--- src/rtl/jtcps1_prog_sched_if.sv ---
// Bus bundle for jtcps1_prog_sched: loader-side write strobe and fields,
// SDRAM programming port, and download status flags.
// The slave modport is the scheduler's view; master is the surrounding logic.
interface jtcps1_prog_sched_if;
  logic        downloading;
  logic        in_we;
  logic [21:0] in_addr;
  logic [7:0]  in_data;
  logic [1:0]  in_mask;
  logic [1:0]  in_bank;
  logic        dwnld_busy;
  logic        prog_we;
  logic [21:0] prog_addr;
  logic [15:0] prog_data;
  logic [1:0]  prog_mask;
  logic [1:0]  prog_bank;
  logic        sdram_ack;
  logic        dwnld_done;
  logic        overflow;
  logic        ack_err;

  modport slave (
    input  downloading, in_we, in_addr, in_data, in_mask, in_bank, sdram_ack,
    output dwnld_busy, prog_we, prog_addr, prog_data, prog_mask, prog_bank,
           dwnld_done, overflow, ack_err
  );

  modport master (
    output downloading, in_we, in_addr, in_data, in_mask, in_bank, sdram_ack,
    input  dwnld_busy, prog_we, prog_addr, prog_data, prog_mask, prog_bank,
           dwnld_done, overflow, ack_err
  );
endinterface

--- src/rtl/jtcps1_prog_sched.sv ---
// jtcps1_prog_sched: queues ROM-download byte writes in a FIFO and issues
// them to the SDRAM programming port with a prog_we/sdram_ack handshake.
// Optional feature macro: JTCPS1_PROG_MERGE_EN -- merges two queued byte
// writes to the same word (complementary masks) into one 16-bit write.
module jtcps1_prog_sched #(
  parameter int DEPTH  = 16,
  parameter int ACK_TO = 1023
) (
  input  logic               clk,
  input  logic               rst_n,
  jtcps1_prog_sched_if.slave bus
);
  localparam int AW = $clog2(DEPTH);
  localparam int CW = AW + 1;
  localparam int TW = $clog2(ACK_TO + 1);
  localparam logic [CW-1:0] FULL_C = CW'(DEPTH);
  localparam logic [CW-1:0] BUSY_C = CW'(DEPTH - 2);
  localparam logic [TW-1:0] TO_MAX = TW'(ACK_TO);

  typedef enum logic [1:0] {ST_IDLE, ST_WAIT, ST_DONE} state_t;

  state_t        state_r, state_nxt_s;
  logic [21:0]   addr_mem_r [DEPTH];
  logic [7:0]    data_mem_r [DEPTH];
  logic [1:0]    mask_mem_r [DEPTH];
  logic [1:0]    bank_mem_r [DEPTH];
  logic [AW-1:0] wr_ptr_r, rd_ptr_r;
  logic [CW-1:0] count_r, count_nxt_s, pop_n_s;
  logic [TW-1:0] to_cnt_r, to_cnt_nxt_s;
  logic          dl_prev_r, done_armed_r, pop2_r;
  logic          prog_we_r, busy_r, done_r, overflow_r, ack_err_r;
  logic [21:0]   prog_addr_r;
  logic [15:0]   prog_data_r;
  logic [1:0]    prog_mask_r, prog_bank_r;
  logic          full_s, push_s, dl_rise_s, merge_s, load_s, ack_s, done_s;
  logic [15:0]   ld_data_s;
  logic [1:0]    ld_mask_s;

  assign full_s    = (count_r == FULL_C);
  assign push_s    = bus.in_we && !full_s;
  assign dl_rise_s = bus.downloading && !dl_prev_r;

`ifdef JTCPS1_PROG_MERGE_EN
  logic [AW-1:0] nxt_ptr_s;
  assign nxt_ptr_s = rd_ptr_r + {{(AW-1){1'b0}}, 1'b1};
  // Head and next entry form one word when address/bank match and masks complement
  always_comb begin
    merge_s = 1'b0;
    if ((count_r >= CW'(2)) &&
        (addr_mem_r[rd_ptr_r] == addr_mem_r[nxt_ptr_s]) &&
        (bank_mem_r[rd_ptr_r] == bank_mem_r[nxt_ptr_s]) &&
        (((mask_mem_r[rd_ptr_r] == 2'b10) && (mask_mem_r[nxt_ptr_s] == 2'b01)) ||
         ((mask_mem_r[rd_ptr_r] == 2'b01) && (mask_mem_r[nxt_ptr_s] == 2'b10)))) begin
      merge_s = 1'b1;
    end else begin
      merge_s = 1'b0;
    end
  end
`else
  assign merge_s = 1'b0;
`endif

  // Data and mask presented for the next issued write
  always_comb begin
    ld_data_s = {data_mem_r[rd_ptr_r], data_mem_r[rd_ptr_r]};
    ld_mask_s = mask_mem_r[rd_ptr_r];
`ifdef JTCPS1_PROG_MERGE_EN
    if (merge_s) begin
      ld_mask_s = 2'b00;
      if (mask_mem_r[rd_ptr_r] == 2'b10) begin
        ld_data_s = {data_mem_r[nxt_ptr_s], data_mem_r[rd_ptr_r]};
      end else begin
        ld_data_s = {data_mem_r[rd_ptr_r], data_mem_r[nxt_ptr_s]};
      end
    end else begin
      ld_mask_s = mask_mem_r[rd_ptr_r];
    end
`endif
  end

  // Next-state and control strobes of the issue FSM
  always_comb begin
    state_nxt_s = state_r;
    load_s      = 1'b0;
    ack_s       = 1'b0;
    done_s      = 1'b0;
    case (state_r)
      ST_IDLE: begin
        if (count_r != {CW{1'b0}}) begin
          load_s      = 1'b1;
          state_nxt_s = ST_WAIT;
        end else if (!bus.downloading && done_armed_r) begin
          done_s      = 1'b1;
          state_nxt_s = ST_DONE;
        end else begin
          state_nxt_s = ST_IDLE;
        end
      end
      ST_WAIT: begin
        if (bus.sdram_ack) begin
          ack_s       = 1'b1;
          state_nxt_s = ST_IDLE;
        end else begin
          state_nxt_s = ST_WAIT;
        end
      end
      ST_DONE: state_nxt_s = ST_IDLE;
      default: state_nxt_s = ST_IDLE;
    endcase
  end

  // FIFO occupancy bookkeeping; a merged write retires two entries
  always_comb begin
    if (ack_s) begin
      pop_n_s = pop2_r ? CW'(2) : CW'(1);
    end else begin
      pop_n_s = {CW{1'b0}};
    end
    count_nxt_s = count_r + CW'(push_s) - pop_n_s;
  end

  // Timeout counter runs only while a request waits, saturating at ACK_TO
  always_comb begin
    to_cnt_nxt_s = to_cnt_r;
    if (dl_rise_s || load_s) begin
      to_cnt_nxt_s = {TW{1'b0}};
    end else if ((state_r == ST_WAIT) && !bus.sdram_ack && (to_cnt_r != TO_MAX)) begin
      to_cnt_nxt_s = to_cnt_r + {{(TW-1){1'b0}}, 1'b1};
    end else begin
      to_cnt_nxt_s = to_cnt_r;
    end
  end

  // FSM state register
  always_ff @(posedge clk or negedge rst_n) begin
    if (!rst_n) state_r <= ST_IDLE;
    else        state_r <= state_nxt_s;
  end

  // FIFO storage; contents are qualified by count_r so no reset is needed
  always_ff @(posedge clk) begin
    if (push_s) begin
      addr_mem_r[wr_ptr_r] <= bus.in_addr;
      data_mem_r[wr_ptr_r] <= bus.in_data;
      mask_mem_r[wr_ptr_r] <= bus.in_mask;
      bank_mem_r[wr_ptr_r] <= bus.in_bank;
    end
  end

  // FIFO pointers, occupancy and the loader stall flag
  always_ff @(posedge clk or negedge rst_n) begin
    if (!rst_n) begin
      wr_ptr_r <= {AW{1'b0}};
      rd_ptr_r <= {AW{1'b0}};
      count_r  <= {CW{1'b0}};
      busy_r   <= 1'b0;
    end else begin
      if (push_s) wr_ptr_r <= wr_ptr_r + {{(AW-1){1'b0}}, 1'b1};
      rd_ptr_r <= rd_ptr_r + pop_n_s[AW-1:0];
      count_r  <= count_nxt_s;
      busy_r   <= (count_nxt_s >= BUSY_C);
    end
  end

  // Issued write registers: loaded from the head, held until acknowledged
  always_ff @(posedge clk or negedge rst_n) begin
    if (!rst_n) begin
      prog_we_r   <= 1'b0;
      prog_addr_r <= 22'd0;
      prog_data_r <= 16'd0;
      prog_mask_r <= 2'b00;
      prog_bank_r <= 2'b00;
      pop2_r      <= 1'b0;
    end else if (load_s) begin
      prog_we_r   <= 1'b1;
      prog_addr_r <= addr_mem_r[rd_ptr_r];
      prog_data_r <= ld_data_s;
      prog_mask_r <= ld_mask_s;
      prog_bank_r <= bank_mem_r[rd_ptr_r];
      pop2_r      <= merge_s;
    end else if (ack_s) begin
      prog_we_r   <= 1'b0;
    end
  end

  // Download tracking, end-of-download pulse and sticky error flags
  always_ff @(posedge clk or negedge rst_n) begin
    if (!rst_n) begin
      dl_prev_r    <= 1'b0;
      done_armed_r <= 1'b0;
      done_r       <= 1'b0;
      overflow_r   <= 1'b0;
      ack_err_r    <= 1'b0;
      to_cnt_r     <= {TW{1'b0}};
    end else begin
      dl_prev_r <= bus.downloading;
      done_r    <= done_s;
      to_cnt_r  <= to_cnt_nxt_s;
      if (dl_rise_s)   done_armed_r <= 1'b1;
      else if (done_s) done_armed_r <= 1'b0;
      if (bus.in_we && full_s) overflow_r <= 1'b1;
      else if (dl_rise_s)      overflow_r <= 1'b0;
      if (dl_rise_s) ack_err_r <= 1'b0;
      else if ((state_r == ST_WAIT) && (to_cnt_nxt_s == TO_MAX)) ack_err_r <= 1'b1;
    end
  end

  assign bus.prog_we    = prog_we_r;
  assign bus.prog_addr  = prog_addr_r;
  assign bus.prog_data  = prog_data_r;
  assign bus.prog_mask  = prog_mask_r;
  assign bus.prog_bank  = prog_bank_r;
  assign bus.dwnld_busy = busy_r;
  assign bus.dwnld_done = done_r;
  assign bus.overflow   = overflow_r;
  assign bus.ack_err    = ack_err_r;
endmodule

--- src/flat_wrapper.sv ---
// flat-port wrapper written by rule: the top's interface ports become plain ports
module jtcps1_prog_sched_flat 
#(
  parameter int DEPTH  = 16,
  parameter int ACK_TO = 1023
)
  (clk, rst_n, bus_downloading, bus_in_we, bus_in_addr, bus_in_data, bus_in_mask, bus_in_bank, bus_sdram_ack, bus_dwnld_busy, bus_prog_we, bus_prog_addr, bus_prog_data, bus_prog_mask, bus_prog_bank, bus_dwnld_done, bus_overflow, bus_ack_err);
  jtcps1_prog_sched_if bus_i ();
  input  logic clk;
  input  logic rst_n;
  input wire logic [$bits(bus_i.downloading)-1:0] bus_downloading;
  input wire logic [$bits(bus_i.in_we)-1:0] bus_in_we;
  input wire logic [$bits(bus_i.in_addr)-1:0] bus_in_addr;
  input wire logic [$bits(bus_i.in_data)-1:0] bus_in_data;
  input wire logic [$bits(bus_i.in_mask)-1:0] bus_in_mask;
  input wire logic [$bits(bus_i.in_bank)-1:0] bus_in_bank;
  input wire logic [$bits(bus_i.sdram_ack)-1:0] bus_sdram_ack;
  output wire logic [$bits(bus_i.dwnld_busy)-1:0] bus_dwnld_busy;
  output wire logic [$bits(bus_i.prog_we)-1:0] bus_prog_we;
  output wire logic [$bits(bus_i.prog_addr)-1:0] bus_prog_addr;
  output wire logic [$bits(bus_i.prog_data)-1:0] bus_prog_data;
  output wire logic [$bits(bus_i.prog_mask)-1:0] bus_prog_mask;
  output wire logic [$bits(bus_i.prog_bank)-1:0] bus_prog_bank;
  output wire logic [$bits(bus_i.dwnld_done)-1:0] bus_dwnld_done;
  output wire logic [$bits(bus_i.overflow)-1:0] bus_overflow;
  output wire logic [$bits(bus_i.ack_err)-1:0] bus_ack_err;
  assign bus_i.downloading = bus_downloading;
  assign bus_i.in_we = bus_in_we;
  assign bus_i.in_addr = bus_in_addr;
  assign bus_i.in_data = bus_in_data;
  assign bus_i.in_mask = bus_in_mask;
  assign bus_i.in_bank = bus_in_bank;
  assign bus_i.sdram_ack = bus_sdram_ack;
  assign bus_dwnld_busy = bus_i.dwnld_busy;
  assign bus_prog_we = bus_i.prog_we;
  assign bus_prog_addr = bus_i.prog_addr;
  assign bus_prog_data = bus_i.prog_data;
  assign bus_prog_mask = bus_i.prog_mask;
  assign bus_prog_bank = bus_i.prog_bank;
  assign bus_dwnld_done = bus_i.dwnld_done;
  assign bus_overflow = bus_i.overflow;
  assign bus_ack_err = bus_i.ack_err;
  jtcps1_prog_sched #(.DEPTH(DEPTH), .ACK_TO(ACK_TO)) u_core (.clk(clk), .rst_n(rst_n), .bus(bus_i));
endmodule
--- config.mk ---
export PLATFORM = sky130hd
export DESIGN_NAME = jtcps1_prog_sched_flat
export DESIGN_NICKNAME = d
export VERILOG_FILES = /design/src/rtl/jtcps1_prog_sched_if.sv /design/src/rtl/jtcps1_prog_sched.sv /design/src/flat_wrapper.sv
export SDC_FILE = /design/constraint.sdc
export NUM_CORES = 1
export LEC_CHECK = 0
export ABC_AREA = 1
export BUFFER_PORTS_ARGS = -buffer_cell sky130_fd_sc_hd__buf_2
export CAP_MARGIN = 20
export CORE_ASPECT_RATIO = 2
export CORE_UTILIZATION = 55
export DETAILED_ROUTE_END_ITERATION = 7
export GPL_TIMING_DRIVEN = 0
export PLACE_DENSITY = 0.77
export SYNTH_ARGS = -nofsm -noshare
export SYNTH_HDL_FRONTEND = slang
export SYNTH_SLANG_ARGS = --single-unit
--- constraint.sdc ---
create_clock -name clk -period 5.1 [get_ports clk]
set_input_delay 0.765 -clock clk [delete_from_list [all_inputs] [get_ports clk]]
set_output_delay 0.765 -clock clk [all_outputs]
set_load 0.01 [all_outputs]
==> results of run 1 <==
-- through the flow --
stage | hold WS [ps] | power [mW] | instance area (um^2) | utilization [%] | setup slack, ps
finish | 158 | 16.4 | 27400 | 63.2 | 2330
floorplan | 442 | 10.1 | 24200 | - | 2140
global route | 191 | 17.0 | 27400 | 63.2 | 2140
CTS | 160 | 16.3 | 27400 | 63.2 | 2320
global placement | 460 | 12.3 | 25300 | 58.4 | 153
detailed placement | 460 | 12.6 | 25800 | 59.6 | 1930
-- final timing paths --
check                                    startpoint                       end  slack [ps]  cells past startpoint
max                               u_core.state_r[1]     u_core.bus.dwnld_busy        2330                     12
min                                           rst_n        u_core.to_cnt_r[4]         160                      1
max reg2reg                       u_core.state_r[1]     u_core.bus.dwnld_busy        2330                     12
min in group clk                    bus_downloading          u_core.dl_prev_r         310                      1
min reg2reg                u_core.bus.prog_addr[17]  u_core.bus.prog_addr[17]         480                      2
max in group asynchronous                     rst_n  u_core.bus.prog_addr[11]        4320                      2
-- critical path, cell delays in order, from the launching register on --
cell and delay [ps]:
dfrtp_1 380, inv_1 70, nand2_1 80, nor2_1 520
ha_1 220, inv_1 40, ha_1 200, fa_1 440
nand2_1 90, a21oi_1 60, or2_2 280, xnor2_1 190
nand2_1 90
-- layout by cell type, fill, tap and decap left out, types with 11 or more instances in the layout --
cell | netlist | routed
ha_1 | 13 | 13
inv_1 | 34 | 34
nor2_1 | 326 | 310
clkbuf_16 | 0 | 51
buf_6 | 16 | 16
buf_2 | 42 | 126
nand2_1 | 185 | 185
a21oi_1 | 40 | 40
mux2i_1 | 16 | 16
nand3_1 | 18 | 18
dfrtp_1 | 66 | 66
o21ai_0 | 198 | 198
buf_4 | 19 | 20
clkbuf_1 | 36 | 43
edfxtp_1 | 544 | 544
o21ai_1 | 117 | 117
clkinv_2 | 0 | 11
nor2_4 | 3 | 19
o22ai_1 | 146 | 146
-- where the power goes --
group          switching [mW]  internal, mW  leakage (nW)
Combinational            4.49          1.87          3.13
Clock                    1.69          2.04         0.780
Sequential              0.239          6.11          5.73
-- layout make-up --
cell class	count	area, um^2
fillers	3026	16000
flip-flops and latches	610	18000
diodes	2	5.00
inverters	39	151
plain buffers	121	703
clock buffers	66	1410
well taps	550	688
multi-input cells	1100	5500
clock inverters	21	151
repair buffers	102	821
-- state kept, by name, indices dropped and copies added (netlist names) --
| signal | cells |
|---|---|
| u_core.dl_prev_r | 1 |
| u_core.bus.prog_mask | 2 |
| u_core.bus.prog_data | 8 |
| u_core.wr_ptr_r | 4 |
| u_core.done_armed_r | 1 |
| u_core.rd_ptr_r | 4 |
| u_core.bus.dwnld_busy | 1 |
| u_core.bus.overflow | 1 |
| u_core.data_mem_r | 128 |
| u_core.addr_mem_r | 352 |
| u_core.bank_mem_r | 32 |
| u_core.mask_mem_r | 32 |
| u_core.to_cnt_r | 10 |
| u_core.bus.ack_err | 1 |
| u_core.bus.prog_addr | 22 |
| u_core.count_r | 5 |
| u_core.bus.prog_we | 1 |
| u_core.bus.prog_bank | 2 |
| u_core.state_r | 2 |
| u_core.bus.dwnld_done | 1 |
-- cells by family (layout without fill, tap and decap cells) --
logic type,count (synthesis),in the layout,synth area share [%]
AO/OA/AOI/OAI,509,509,11.4
adder cells (fa/ha/maj),14,14,0.754
other,0,2,0
flip-flops,610,610,74.3
XOR/XNOR,9,9,0.326
AND/OR/NAND/NOR,552,552,9.02
buffers and inverters,160,349,3.53
multiplexers,16,16,0.661
-- metal layers --
layer	vias up	share of wire [%]	track usage [%]
li1	7095	-	-
met1	8051	31	33.0
met2	1173	52	54.9
met3	350	8.4	4.23
met4	2	8.5	24.4
met5	-	0.018	0
==> results by group, run 1 <==
Status
  – Status: finished, final reports clean

Global routing
  – GR Util All Layers: 31.2%
  – Total congestion overflow: 0
  – Vias in the first global route: 16900
  – Largest net degree at the start of global routing: 37
  – Initial antenna violation count: 2
  – First-pass GRT wire length: 99.8 mm

Route
  – Vias per cell: 6.38
  – Final wirelength: 68.4 mm
  – Drt drc: 0
  – Mean routed wirelength per cell: 26.2 um
  – Initial drt markers: 1969
  – Vias: 16700
  – Number of nets with antenna violations after detailed routing: 0
  – Router iterations before antenna repair: 8

Timing
  – Fmax: 360 MHz
  – Setup tns final: 0 ps
  – Final Hold Vio Count: 0
  – Final setup fails: 0
  – Clk_skew: 13.5 ps
  – Worst slew pin tran: 964 ps
  – Final worst path period share: 54.4%
  – Rel. slew slack: 35.8%
  – Final worst path period need: 2770 ps
  – RSZ-0062 raised after global routing: false
  – Fin. max-slew vios: 0

Synthesis
  – Post-synth top cells: edfxtp_1 (544), nor2_1 (326), o21ai_0 (198), nand2_1 (185), o22ai_1 (146)
  – Synth Flop Type: edfxtp_1
  – Sequential-to-total area share from yosys stat: 74.3%
  – Largest area contributor in the netlist: edfxtp_1
  – #FFs+latches synth: 610
  – Synth Instances: 1870
  – Most frequent cell after synthesis: edfxtp_1
  – Syn_area_per_cell: 13.0 um^2
  – Asr flop ratio synth: 10.8%
  – Area share of the largest cell type after synthesis: 67.5%
  – Count of cell types in the netlist: 35
  – Post-Syn Nets: 1923
  – Synth top area cells: edfxtp_1 (67%), dfrtp_1 (6.8%), nor2_1 (5.1%)
  – Post-synth EDFFs: 544
  – Synth Cell Area: 24200 um^2
  – YS warnings: 0

Finish
  – Layout cell share with drive strength beyond 1: 14.2%
  – Fin cells: 2611
  – Area Overhead vs Synth: 13.2%
  – Final net count: 2075

Critical path
  – Startpoint Class: flip-flop
  – Arrival time at the worst endpoint: 3230 ps
  – Worst setup path class: reg -> reg
  – CP Capture Type: flip-flop
  – CP Max Fanout: 3
  – Worst Path Required: 5560 ps

Clocking
  – Number of clock sinks: 610
  – TritonCTS buffer count: 48
  – Clock Latency Late Sink: 570 ps
  – Setup Buffers After CTS: 0
  – CTS clk-pin slew, worst paths: 70 ps
  – Hold buffer count at cts: 0
  – CTS tree: yes
  – CTS root buf: clkbuf_16
  – Clk buf depth: 3
  – H-tree levels: 2
  – Post-cts resize count: 0

Die
  – Row count: 108
  – Die X: 150 um
  – I/O pin total: 86
  – Initial Utilization: 55.8%
  – Die footprint: 44900 um^2
  – Die H: 299 um
  – Core ar.: 43400 um^2

Placement
  – Port bufs: 85
  – Post-DP HPWL: 45.4 mm
  – Routability cong.: 0.855
  – Post-placement cell count: 2522

Power and ir drop
  – PD cells: 600 nW/um^2
  – Lkg Pwr: 9.64 nW
  – Maximum vdd drop: 339 uV

Flow run
  – Max_cap viols: 0

Min path
  – Worst hold-check path type: in -> async
Note: power is estimated with default switching activity, not from simulation.
==> run 2: changes to the inputs <==
Settings changed: ABC_AREA 1 to 0.
Clock period 5.1 ns to 2.6 ns, I/O delays scaled along.
==> run 2 against run 1 <==
Compared with the run above:
- largest power group is now sequential cells
- core utilization up 2.1 points
- register-to-register slack worse by 2300 ps
- clock-buffer cell count up 3
- highest routed layer unchanged
- critical path type unchanged
- clock power up 100%
- sequential share of layout area up 0.14 points
- wire length down 20%
- non-clock buffer count down 15
- combinational power up 55%
- worst setup slack worse by 2300 ps
- clock skew up 5.6 ps
- total power up 82%
==> results by group, run 2 <==
Die
  – I/O pin total: 86 (unchanged)
  – Die X: 148 um (-1.6%)
  – Core ar.: 41900 um^2 (-3.4%)
  – Initial Utilization: 55.9% (+0.12 points)
  – Die H: 294 um (-1.6%)
  – Row count: 106 (-1.9%)
  – Die footprint: 43500 um^2 (-3.1%)

Placement
  – Port bufs: 85 (unchanged)
  – Routability cong.: 0.837 (-2.2%)
  – Pre-CTS WS: -418 ps (-2350 ps)
  – Post-DP HPWL: 36.4 mm (-20%)
  – Post-placement cell count: 1822 (-28%)

Synthesis
  – Post-Syn Nets: 1221 (-37%)
  – Asr flop ratio synth: 10.8% (unchanged)
  – Post-synth top cells: edfxtp_1 (544), mux4_2 (102), mux2i_1 (72), dfrtp_1 (66), clkbuf_1 (45)
  – Synth Flop Type: edfxtp_1
  – #FFs+latches synth: 610 (unchanged)
  – Synth Instances: 1168 (-38%)
  – Synth Cell Area: 23400 um^2 (-3.2%)
  – Largest area contributor in the netlist: edfxtp_1
  – Area share of the largest cell type after synthesis: 69.7% (+2.2 points)
  – Count of cell types in the netlist: 48 (+37%)
  – Most frequent cell after synthesis: edfxtp_1
  – Synth top area cells: edfxtp_1 (70%), mux4_2 (9.8%), dfrtp_1 (7.0%)
  – Sequential-to-total area share from yosys stat: 76.7% (+2.4 points)
  – YS warnings: 0 (unchanged)
  – Syn_area_per_cell: 20.1 um^2 (+55%)
  – Post-synth EDFFs: 544 (unchanged)

Timing
  – Final worst path period need: 2570 ps (-201 ps)
  – Worst slew pin tran: 940 ps (-23.5 ps)
  – Final setup fails: 0 (unchanged)
  – Final Hold Vio Count: 0 (unchanged)
  – Worst setup slack after layout: 26.8 ps (-2300 ps)
  – Final worst path period share: 99.0% (+45 points)
  – Rel. slew slack: 37.3% (+1.6 points)
  – RSZ-0062 raised after global routing: true
  – Fmax: 389 MHz (+7.8%)
  – Fin. max-slew vios: 0 (unchanged)
  – Clk_skew: 19.1 ps (+5.63 ps)

Critical path
  – Critical-path cell list: inv_1 > ha_1 > and4_1 > nor2b_1 > buf_2 > nand2_1 > nor3_4 > buf_4 > buf_8
  – Slowest stage cell on the critical path: nor3_4
  – Worst Path Required: 2870 ps (-2690 ps)
  – Arrival time at the worst endpoint: 2840 ps (-390 ps)
  – CP bufs+invs: 4 (+2)
  – Worst setup path class: reg -> reg
  – CP Max Fanout: 12 (+9)
  – Critical path's top delay family: simple AND/OR/NAND/NOR gates
  – CP Capture Type: flip-flop
  – Startpoint Class: flip-flop
  – Critical R2R Launch: u_core.count_r[2]
  – Max stage delay on crit path: 390 ps (-130 ps)
  – Crit path launch: u_core.count_r[2]

Power and ir drop
  – Lkg Pwr: 9.45 nW (-2.0%)
  – PD cells: 1090 nW/um^2 (+82%)
  – Maximum vdd drop: 681 uV (+100%)

Global routing
  – Initial antenna violation count: 2 (unchanged)
  – Vias in the first global route: 13100 (-22%)
  – Largest net degree at the start of global routing: 54 (+46%)
  – GR Util All Layers: 26.4% (-4.8 points)
  – First-pass GRT wire length: 81.8 mm (-18%)
  – Total congestion overflow: 0 (unchanged)

Finish
  – Area Overhead vs Synth: 16.7%
  – Fin cells: 1932 (-26%)
  – Final net count: 1405 (-32%)
  – Number of flip-flops in the largest register: 352 (unchanged)
  – Ant diodes: 0 (-2)
  – Most common cell after layout, fill and taps aside: edfxtp_1
  – FILL cells: 2732 (-9.7%)
  – Largest regs: u_core.addr_mem_r x352, u_core.data_mem_r x128
  – Reg with most FFs: u_core.addr_mem_r
  – Layout cell share with drive strength beyond 1: 27.4% (+13 points)
  – Most frequent cells in the layout: edfxtp_1 (544), mux4_2 (102), buf_2 (94)

Clocking
  – Number of clock sinks: 610 (unchanged)
  – Clk buf depth: 3 (unchanged)
  – CTS tree: yes
  – TritonCTS buffer count: 50 (+4.2%)
  – H-tree levels: 2 (unchanged)
  – Clock Latency Late Sink: 580 ps (about the same)
  – CTS root buf: clkbuf_16
  – CTS clk-pin slew, worst paths: 60 ps (about the same)

Status
  – Status: finished, final reports clean

Min path
  – Worst hold-check path type: in -> reg
  – Hold wc startpoint: bus_in_we

Route
  – Mean routed wirelength per cell: 28.4 um (+8.3%)
  – Number of nets with antenna violations after detailed routing: 0 (unchanged)
  – Vias per cell: 6.42 (+0.57%)
  – Router iterations before antenna repair: 5 (-3)
  – Drt drc: 0 (unchanged)
  – Vias: 12400 (-26%)
  – Final wirelength: 54.8 mm (-20%)
  – Initial drt markers: 857 (-56%)

Flow run
  – Max_cap viols: 0 (unchanged)
## run 2: cell types whose count changed after synthesis, sizes merged, moves of 34 or more
| cell | before | now |
|---|---|---|
| nor2 | 332 | 23 |
| o21ai | 315 | 38 |
| nand2 | 187 | 21 |
| o22ai | 146 | 34 |
| mux4 | 0 | 102 |
| mux2i | 16 | 72 |
| buf | 81 | 31 |
| a21oi | 40 | 3 |
| a211oi | 0 | 36 |
| a21o | 0 | 35 |
| o221ai | 0 | 34 |
## run 2: cell type report
class	instances	area, um^2	share of cell area [%]
inverters	11	41.3	0.151
repair buffers	135	1380	5.05
clock inverters	23	290	1.06
plain buffers	73	387	1.41
well taps	540	676	2.47
flip-flops and latches	610	18000	65.8
multi-input cells	471	5250	19.2
clock buffers	69	1340	4.91
## run 2: worst paths after layout
kind                                           end  slack [ps]  cells after the start
max                        u_core.data_mem_r[1][0]          30                      9
min                            u_core.bus.overflow          60                      2
max reg2reg                u_core.data_mem_r[1][0]          30                      9
min reg2reg                u_core.bus.prog_bank[0]         470                      1
max in group asynchronous  u_core.bus.prog_bank[0]        1790                      3
min in group asynchronous       u_core.wr_ptr_r[0]         210                      2
## run 2: power breakdown
part	switching, mW	leakage, nW	internal (mW)	total [mW]
combinational	5.80	2.95	4.07	9.87
sequential	0.468	5.73	12.0	12.5
clock	3.32	0.772	4.23	7.55
total	9.60	9.45	20.3	29.9
## run 2: cells by family after synthesis
| logic type | Yosys count | share of synthesized area [%] |
|---|---|---|
| and+or+nand+nor | 78 | 1.73 |
| buffers and inverters | 87 | 1.65 |
| DFF | 610 | 76.7 |
| adders and majority gates | 14 | 0.779 |
| AOI/OAI and AO/OA | 189 | 5.66 |
| xor gates and xnor gates | 16 | 0.598 |
| muxes | 174 | 12.9 |
## run 2: metal layers
layer / vias up / track usage, % / share of wire, %
li1: 5179 / - / -
met1: 6447 / 28.6 / 33
met2: 590 / 48.9 / 56
met3: 186 / 3.09 / 5.1
met4: 4 / 15.6 / 6.0
met5: - / 0 / 0.047
## run 2: timing repair
action | CTS | global route
hold endpoints to repair | 34 | 0
pin swaps | 15 | 1
buffers inserted | 17 | 2
gates resized for setup | 32 | 12
endpoints found under the setup margin | 281 | 119
hold buffers | 2 | 0
## run 2: metrics by stage
stage	instance area (um^2)	utilization, %	TNS (ps)	hold slack, ps	power (mW)
2_1_floorplan	23500	-	0	94.4	18.7
3_3_place_gp	24600	58.8	-600020	455	21.6
3_5_place_dp	25400	60.6	-32480	271	22.2
4_1_cts	27300	65.2	0	43.3	30.0
5_1_grt	27400	65.3	-2320	53.3	31.0
6_report	27400	65.3	0	62.0	29.9
==> run 3: changes to the inputs <==
Settings changed: REMOVE_ABC_BUFFERS set to 1.
==> run 3 against run 2 <==
Compared with the run above:
- the flow now finishes with violations (setup timing)
- die area unchanged
- combinational power decreased by 2.4%
- clock-buffer cell count fell by 8
- flip-flop and latch count unchanged
- sequential power about the same
- via count is 0.19% lower
- sequential share of layout area is 0.14 points higher
- clock power fell by 2%
- wire length up 0.71%
- design area is 0.16% lower
- clock skew rose by 3.0 ps
- largest power group unchanged
- highest routed layer unchanged
==> results by group, run 3 (synthesis results as in run 2) <==
Status
  – Status: finished with violations
  – Failing checks: setup timing

Finish
  – Layout cell share with drive strength beyond 1: 27.4% (about the same)
  – Most common cell after layout, fill and taps aside: edfxtp_1
  – Post-layout util: 65.2% (-0.10 points)
  – Reg with most FFs: u_core.addr_mem_r
  – Largest regs: u_core.addr_mem_r x352, u_core.data_mem_r x128
  – Final net count: 1362 (-3.1%)
  – Ant diodes: 0 (unchanged)
  – Number of flip-flops in the largest register: 352 (unchanged)
  – Area Overhead vs Synth: 16.5%
  – Most frequent cells in the layout: edfxtp_1 (544), mux4_2 (102), buf_2 (84)

Timing
  – Final setup fails: 21 (+21)
  – Final worst path period share: 104% (+4.9 points)
  – Worst setup slack after layout: -102 ps (-128 ps)
  – Rel. slew slack: 35.8% (-1.5 points)
  – Clk_skew: 22.1 ps (+3.00 ps)
  – Final Hold Vio Count: 0 (unchanged)
  – Setup tns final: -683 ps (-683 ps)
  – Fmax: 370 MHz (-4.8%)
  – Final worst path period need: 2700 ps (+128 ps)
  – Worst slew pin tran: 963 ps (+22.4 ps)
  – Fin. max-slew vios: 0 (unchanged)
  – Worst hold slack: 80.7 ps (+18.7 ps)
  – RSZ-0062 raised after global routing: true

Die
  – Die X: 148 um (unchanged)
  – Die H: 294 um (unchanged)
  – Initial Utilization: 55.9% (unchanged)
  – Die footprint: 43500 um^2 (unchanged)
  – I/O pin total: 86 (unchanged)
  – Row count: 106 (unchanged)
  – Core ar.: 41900 um^2 (unchanged)

Clocking
  – Clock Latency Late Sink: 580 ps (about the same)
  – CTS tree: yes
  – CTS root buf: clkbuf_16
  – CTS clk-pin slew, worst paths: 80 ps (+20 ps)
  – H-tree levels: 2 (unchanged)
  – TritonCTS buffer count: 48 (-4.0%)
  – Number of clock sinks: 610 (unchanged)
  – Clk buf depth: 3 (unchanged)

Critical path
  – Worst setup path class: reg -> reg
  – Arrival time at the worst endpoint: 3200 ps (+360 ps)
  – Worst Path Required: 3100 ps (+230 ps)
  – Reg2Reg Depth: 8 (-1)
  – Critical Path End: u_core.bus.prog_bank[0]
  – Crit path launch: u_core.rd_ptr_r[1]
  – Critical R2R Launch: u_core.rd_ptr_r[1]
  – CP Capture Type: flip-flop
  – Worst flop-to-flop path endpoint: u_core.bus.prog_bank[0]
  – CP Max Fanout: 40 (+28)
  – R2R setup slack: -100 ps (-130 ps)
  – Startpoint Class: flip-flop

Global routing
  – GR Util All Layers: 25.6% (-0.80 points)
  – Vias in the first global route: 12600 (-3.8%)
  – First-pass GRT wire length: 79.7 mm (-2.7%)
  – Initial antenna violation count: 2 (unchanged)
  – Total congestion overflow: 0 (unchanged)
  – Largest net degree at the start of global routing: 69 (+28%)

Power and ir drop
  – PD cells: 1090 nW/um^2 (-0.42%)
  – Lkg Pwr: 9.41 nW (-0.42%)
  – Maximum vdd drop: 880 uV (+29%)

Route
  – Mean routed wirelength per cell: 29.2 um (+3.1%)
  – Number of nets with antenna violations after detailed routing: 0 (unchanged)
  – Vias per cell: 6.56 (+2.1%)
  – Vias: 12400 (-0.19%)
  – Drt drc: 0 (unchanged)
  – Initial drt markers: 1037 (+21%)
  – Router iterations before antenna repair: 6 (+1)
  – Final wirelength: 55.2 mm (+0.71%)

Placement
  – Post-DP HPWL: 29.4 mm (-19%)
  – Pre-CTS WS: -888 ps (-470 ps)
  – Port bufs: 85 (unchanged)
  – Routability cong.: 0.767 (-8.3%)

Min path
  – Worst hold-check path type: in -> reg

Flow run
  – Max_cap viols: 0 (unchanged)
-- run 3: cell count changes in the layout (fill, tap and decap cells not counted), moves of 8 or more --
cell	before	now
buf_6	1	11
clkbuf_1	37	12
nor2_4	12	20
buf_2	94	84
buf_4	30	21
clkbuf_2	20	0
-- run 3: worst min-delay path by stage --
stage,end,cells after the start,start,slack (ps)
2_1_floorplan,u_core.bus.ack_err,0,rst_n,90
3_3_place_gp,u_core.bus.prog_addr[16],1,u_core.bus.prog_addr[16],460
3_5_place_dp,u_core.bus.prog_addr[15],1,rst_n,260
4_1_cts,u_core.bus.overflow,2,bus_in_we,60
5_1_grt,u_core.bus.overflow,2,bus_in_we,80
6_report,u_core.bus.overflow,2,bus_in_we,80
-- run 3: critical path, stage by stage (launching register included) --
cell	delay, ps
dfrtp_4	500
buf_12	190
buf_16	210
nand2b_4	290
buf_12	230
o221ai_1	350
o21ai_1	160
a211oi_1	470
a21o_1	170
-- run 3: metrics by stage --
step	area (um^2)	total power, mW	std cells
after global routing	27300	30.8	1888
after CTS	27100	29.6	1878
after floorplan	23100	17.7	1092
after global placement	24200	19.2	1717
final	27300	29.7	1888
after detailed placement	25100	21.8	1758
-- run 3: report_power, final --
group / switching (mW) / total, mW / internal [mW]
sequential: 0.675 / 12.7 / 12.0
combinational: 5.43 / 9.63 / 4.19
clock: 3.33 / 7.41 / 4.09
total: 9.43 / 29.7 / 20.3
-- run 3: repair_timing --
action                                  CTS  global route
pin swaps                                17             4
hold buffers                              2             0
gates cloned                              8             1
buffers inserted                         21             9
endpoints found under the setup margin  579           143
gates resized for setup                  19             7
hold endpoints to repair                 67             0
-- run 3: layout make-up --
cell class              count  area [um^2]
flip-flops and latches    610        18000
fillers                  2667        14600
multi-input cells         479         5370
repair buffers            159         1660
clock buffers              61         1270
well taps                 540          676
clock inverters            28          300
inverters                  11         43.8
-- run 3: per-layer routing --
layer | GRT usage (%) | part of all wire (%) | vias to the layer above
li1 | - | - | 5122
met2 | 45.4 | 54 | 662
met4 | 11.3 | 4.5 | 4
met1 | 30.9 | 35 | 6431
met5 | 0 | 0.040 | -
met3 | 3.72 | 7.0 | 164
